`config.mk`:
```
export PLATFORM = sky130hd
export DESIGN_NAME = m_issue_ctrl
export DESIGN_NICKNAME = d
export VERILOG_FILES = /design/src/rtl/m_issue_ctrl.sv
export SDC_FILE = /design/constraint.sdc
export NUM_CORES = 1
export LEC_CHECK = 0
export BUFFER_PORTS_ARGS = -buffer_cell sky130_fd_sc_hd__buf_2
export CORE_MARGIN = 2
export CORE_UTILIZATION = 44
export DETAILED_ROUTE_END_ITERATION = 8
export PLACE_DENSITY = 0.76
export SLEW_MARGIN = 10
export SYNTH_ARGS = -nofsm -noshare
export SYNTH_HDL_FRONTEND = slang
export SYNTH_SLANG_ARGS = --single-unit
```
`constraint.sdc`:
```
create_clock -name clk -period 2.02 [get_ports clk]
set_clock_uncertainty 0.2 [all_clocks]
set_input_delay 0.101 -clock clk [delete_from_list [all_inputs] [get_ports clk]]
set_output_delay 0.101 -clock clk [all_outputs]
set_load 0.01 [all_outputs]
```
`src/rtl/m_issue_ctrl.sv`:
```
// EX-stage sequencer for the RV32M mul/div unit.
// Resolves div-by-zero/overflow locally, else waits for the unit.
module m_issue_ctrl #(
  parameter int TIMEOUT = 64,
  parameter int CNT_W   = 16
) (
  input  logic             clk,
  input  logic             rst,
  input  logic             op_valid,
  input  logic [2:0]       funct3,
  input  logic [31:0]      rs1_data,
  input  logic [31:0]      rs2_data,
  input  logic [4:0]       rd_addr,
  input  logic             flush,
  input  logic             m_resp,
  input  logic [31:0]      m_f,
  output logic             unit_start,
  output logic [31:0]      unit_a,
  output logic [31:0]      unit_b,
  output logic [2:0]       unit_funct3,
  output logic             stall,
  output logic             wb_valid,
  output logic [4:0]       wb_rd,
  output logic [31:0]      wb_data,
  output logic             timeout_err,
  output logic [CNT_W-1:0] busy_cycles
);

  localparam logic [1:0] S_IDLE = 2'd0;
  localparam logic [1:0] S_BUSY = 2'd1;
  localparam logic [1:0] S_DONE = 2'd2;

  localparam int TMO_W = $clog2(TIMEOUT + 1);

  logic [1:0]       st_q, st_d;
  logic [31:0]      a_q, a_d;
  logic [31:0]      b_q, b_d;
  logic [2:0]       f3_q, f3_d;
  logic [4:0]       rd_q, rd_d;
  logic [31:0]      wbd_q, wbd_d;
  logic [CNT_W-1:0] cnt_q, cnt_d;
  logic [TMO_W-1:0] tmo_q, tmo_d;
  logic             to_q, to_d;

  logic        b_zero;
  logic        ovf;
  logic        special;
  logic [31:0] spec_res;

  // Detect the cases the unit is never asked to compute.
  always_comb begin
    b_zero  = (rs2_data == 32'h0);
    ovf     = ~funct3[0]
            & (rs1_data == 32'h8000_0000)
            & (rs2_data == 32'hFFFF_FFFF);
    special = funct3[2] & (b_zero | ovf);
    if (b_zero) begin
      spec_res = funct3[1] ? rs1_data : 32'hFFFF_FFFF;
    end else begin
      spec_res = funct3[1] ? 32'h0 : 32'h8000_0000;
    end
  end

  // Next-state, operand capture, and BUSY bookkeeping.
  always_comb begin
    st_d  = st_q;
    a_d   = a_q;
    b_d   = b_q;
    f3_d  = f3_q;
    rd_d  = rd_q;
    wbd_d = wbd_q;
    cnt_d = cnt_q;
    tmo_d = '0;
    to_d  = to_q;
    case (st_q)
      S_IDLE: begin
        if (op_valid && !flush) begin
          a_d  = rs1_data;
          b_d  = rs2_data;
          f3_d = funct3;
          rd_d = rd_addr;
          if (special) begin
            wbd_d = spec_res;
            st_d  = S_DONE;
          end else begin
            st_d = S_BUSY;
          end
        end
      end
      S_BUSY: begin
        if (flush) begin
          st_d = S_IDLE;
        end else if (m_resp) begin
          wbd_d = m_f;
          st_d  = S_DONE;
        end else begin
          if (cnt_q != '1) begin
            cnt_d = cnt_q + 1'b1;
          end
          tmo_d = tmo_q;
          if (tmo_q != TMO_W'(TIMEOUT)) begin
            tmo_d = tmo_q + 1'b1;
          end
          if (tmo_q == TMO_W'(TIMEOUT - 1)) begin
            to_d = 1'b1;
          end
        end
      end
      S_DONE: begin
        st_d = S_IDLE;
      end
      default: begin
        st_d = S_IDLE;
      end
    endcase
  end

  // State and latch registers.
  always_ff @(posedge clk or negedge rst) begin
    if (!rst) begin
      st_q  <= S_IDLE;
      a_q   <= '0;
      b_q   <= '0;
      f3_q  <= '0;
      rd_q  <= '0;
      wbd_q <= '0;
      cnt_q <= '0;
      tmo_q <= '0;
      to_q  <= 1'b0;
    end else begin
      st_q  <= st_d;
      a_q   <= a_d;
      b_q   <= b_d;
      f3_q  <= f3_d;
      rd_q  <= rd_d;
      wbd_q <= wbd_d;
      cnt_q <= cnt_d;
      tmo_q <= tmo_d;
      to_q  <= to_d;
    end
  end

  // Outputs decoded from state and latched fields.
  always_comb begin
    unit_start  = (st_q == S_BUSY);
    unit_a      = a_q;
    unit_b      = b_q;
    unit_funct3 = f3_q;
    stall       = ((st_q == S_IDLE) & op_valid & ~flush)
                | (st_q == S_BUSY);
    wb_valid    = (st_q == S_DONE);
    wb_rd       = rd_q;
    wb_data     = wbd_q;
    timeout_err = to_q;
    busy_cycles = cnt_q;
  end

endmodule

```
==> key figures <==
Finish
  • Design area: 0.01019 mm²
  • Commonest non-fill, non-tap cell in the layout: buf_2
  • Most frequent cells in the layout: buf_2, dfrtp_1, dlygate4sd3_1
  • # diodes: 0
  • Area grow syn2layout: 69.27%
  • Final Net Count: 1015
  • Share of layout cells above drive strength 1: 51.64%
  • Fillers: 787

Critical path
  • CP startpoint: st_q[1]$_DFFE_PN0P_
  • Crit-path max FO: 5
  • CP endpoint kind: flop
  • Critical path arrival: 2280 ps
  • Critical path's slowest cell: dfrtp_1
  • Critical Path RT: 2120 ps
  • Crit path max-delay family: buffers and inverters
  • R2r startpoint: st_q[1]$_DFFE_PN0P_
  • Critical-path cell list: nor4b_4 > o21ai_2 > buf_4 > o21ai_4 > buf_6 > clkbuf_16 > mux2_4
  • Buf/Inv on CP: 3
  • CP max stage delay: 430 ps
  • CP Launch Type: flop
  • CP Class: reg -> reg

Yosys
  • Top cell type's share of synthesized area: 54.05%
  • Syn Nets: 592
  • Mapped Area: 0.006018 mm²
  • Area leader, netlist: dfrtp_1
  • Synthesized flop and latch total: 130
  • Yosys cell types: 40
  • Avg Cell Area, Syn: 12.54 µm²
  • Mapped Cells: 480
  • Synth warn: 0
  • Synth area leaders: dfrtp_1, mux2_2, mux2_4
  • Post-synthesis sequential area ratio: 54.05%

Clocking
  • H-tree depth: 4
  • Root Driver: clkbuf_16
  • Clk Latency, worst-skew pair: 420 ps
  • Clk pin slew, worst setup/hold paths: 60 ps
  • CTS tree: done
  • CTS sink cnt: 130
  • Clock Path Buffers: 2
  • CTS Buf Count: 17

STA
  • RSZ-0062 raised after global routing: true
  • Max-slew headroom: 62.39%
  • Crit share post-route: 108.2%
  • Final hold violations: 0
  • FMAX: 457.5 MHz
  • Final setup vio count: 68
  • Slew Limit Fails: 0
  • Min setup slack post-route: -165.7 ps
  • Tightest Pin Transition: 564.2 ps
  • Final Critical Period: 2186 ps

Placement
  • IO buf count: 232
  • Worst slack at placement: -703.4 ps
  • GP Congestion: 0.8359
  • Detail Placement HPWL: 12.88 mm
  • DP Area: 0.007906 mm²

Detailed routing
  • Via-to-Cell Ratio: 5.416
  • 1st-pass router iterations: 5
  • Vias: 5903
  • DRT iter0 DRCs: 485
  • Aggregate routed wire length: 22.66 mm
  • Average wire per standard cell: 20.79 µm
  • Antenna Nets Post-Route: 0
  • Post-route DRC: 0

Power
  • Peak supply drop: 0.7310 mV
  • Int Pwr: 6.422 mW
  • Reg power frac: 37.8%
  • Sw frac: 27.52%
  • Pwr per Cell Area: 869.7 mW/mm²
  • Static leakage: 4.927 nW
  • Combinational share of power: 25.6%
  • Power share of the clock group: 36.6%
  • Switching Power: 2.438 mW

Floorplanning
  • Row count: 42
  • Chip Height: 121.0 µm
  • Initial Utilization: 45.27%
  • Ports: 233
  • Die area: 0.01463 mm²
  • Core area: 0.01330 mm²
  • Die width: 121.0 µm

Global route
  • Total GRT Usage: 30.14%
  • Vias in the first global route: 6357
  • Largest net degree at the start of global routing: 69
  • Initial antenna violation count: 0
  • Global-route wire length before repair: 33.40 mm
  • GRT overflow: 0

Run
  • Max-Cap Viols: 0

Run status
  • Failing checks: negative setup slack
  • Status: complete, but fails checks

Worst hold path
  • Hold WC Path Type: in -> async
==> worst min-delay path: stages <==
cell and delay (ps):
dlygate4sd3_1 520, buf_4 130, buf_12 300
==> per-layer routing <==
layer	share of wire [%]	track usage, %
met5	0	0
met4	5.6	17.66
met3	6.6	6.438
met2	50	52.25
met1	37	34.11
==> synthesized netlist by cell type (all sizes together) <==
cell and number:
a21oi 2, and4 3, o211ai 2, mux2i 1, and2 1, nand3 7, or3 2, nand4 8
mux2 105, inv 6, and3 3, nor2b 31, nand2 48, nand2b 1, xor2 6, nor3b 1
buf 3, or4 3, nor4b 2, nor3 4, o21ai 4, a31oi 1, or2 3, a41o 1
o31ai 32, nand4b 4, and2b 1, xnor2 13, o21ba 1, clkbuf 22, dfrtp 130, nor2 11
nand4bb 1, ha 3, nor4 14
==> final timing paths <==
check,slack [ps],to,depth (start not counted)
setup / recovery,-170,wb_data[7]$_DFFE_PN0P_,7
hold / removal,40,unit_b[22]$_DFFE_PN0P_,3
setup reg to reg,-170,wb_data[7]$_DFFE_PN0P_,7
hold reg to reg,290,timeout_err$_DFFE_PN0P_,2
max in group asynchronous,1250,tmo_q[1]$_DFFE_PN0P_,3
min in group clk,50,wb_data[20]$_DFFE_PN0P_,4
==> state kept, by name (all words and copies together), names as in the netlist <==
signal and cells:
unit_funct3 3, timeout_err 1, tmo_q 7, busy_cycles 16
wb_data 32, st_q 2, unit_b 32, wb_rd 5
unit_a 32
==> power groups by stage <==
stage                     Sequential (mW)  Combinational (mW)  Clock, mW
after floorplan                      3.54               0.653          0
after global placement               3.32                1.75          0
after detailed placement             3.35                1.81          0
after CTS                            3.32                2.09       3.25
after global routing                 3.39                2.38       3.38
final                                3.35                2.27       3.25
==> layout make-up <==
class                      count  area, µm²  area share [%]
inverter                       6      22.52          0.2211
sequential                   130       3253           31.93
clock inverter                 4      95.09          0.9334
tap                          176      220.2           2.162
clock buffer                  26      519.2           5.097
timing repair buffer         429       3246           31.86
multi-input combinational    319       2831           27.79
==> through the flow <==
stage	setup TNS, ps	power (mW)	cells	hold WS [ps]	utilization, %
3_5_place_dp	-29960	5.168	933	-47.04	59.47
2_1_floorplan	-4321	4.198	480	-394.6	-
3_3_place_gp	-22890	5.071	933	-57.29	59.47
4_1_cts	-4300	8.658	1082	20.71	74.68
5_1_grt	-7982	9.159	1090	34.92	76.62
6_report	-5546	8.860	1090	37.35	76.62
==> cells by family after synthesis <==
logic type	synth area share (%)
fa+ha+maj	0.6238
simple gates	13.45
mux	21.56
compound gates	5.239
flops	54.05
buf+inv	2.308
xor+xnor	2.765
==> what timing repair did <==
item,4_1_cts,5_1_grt
setup endpoints to repair,92,104
hold buffers,106,0
resized for setup,25,32
setup buffers,8,5
pin swaps,3,7
hold endpoints to repair,243,0
cloned,6,5
No activity file was read; power rests on OpenSTA's default activity.
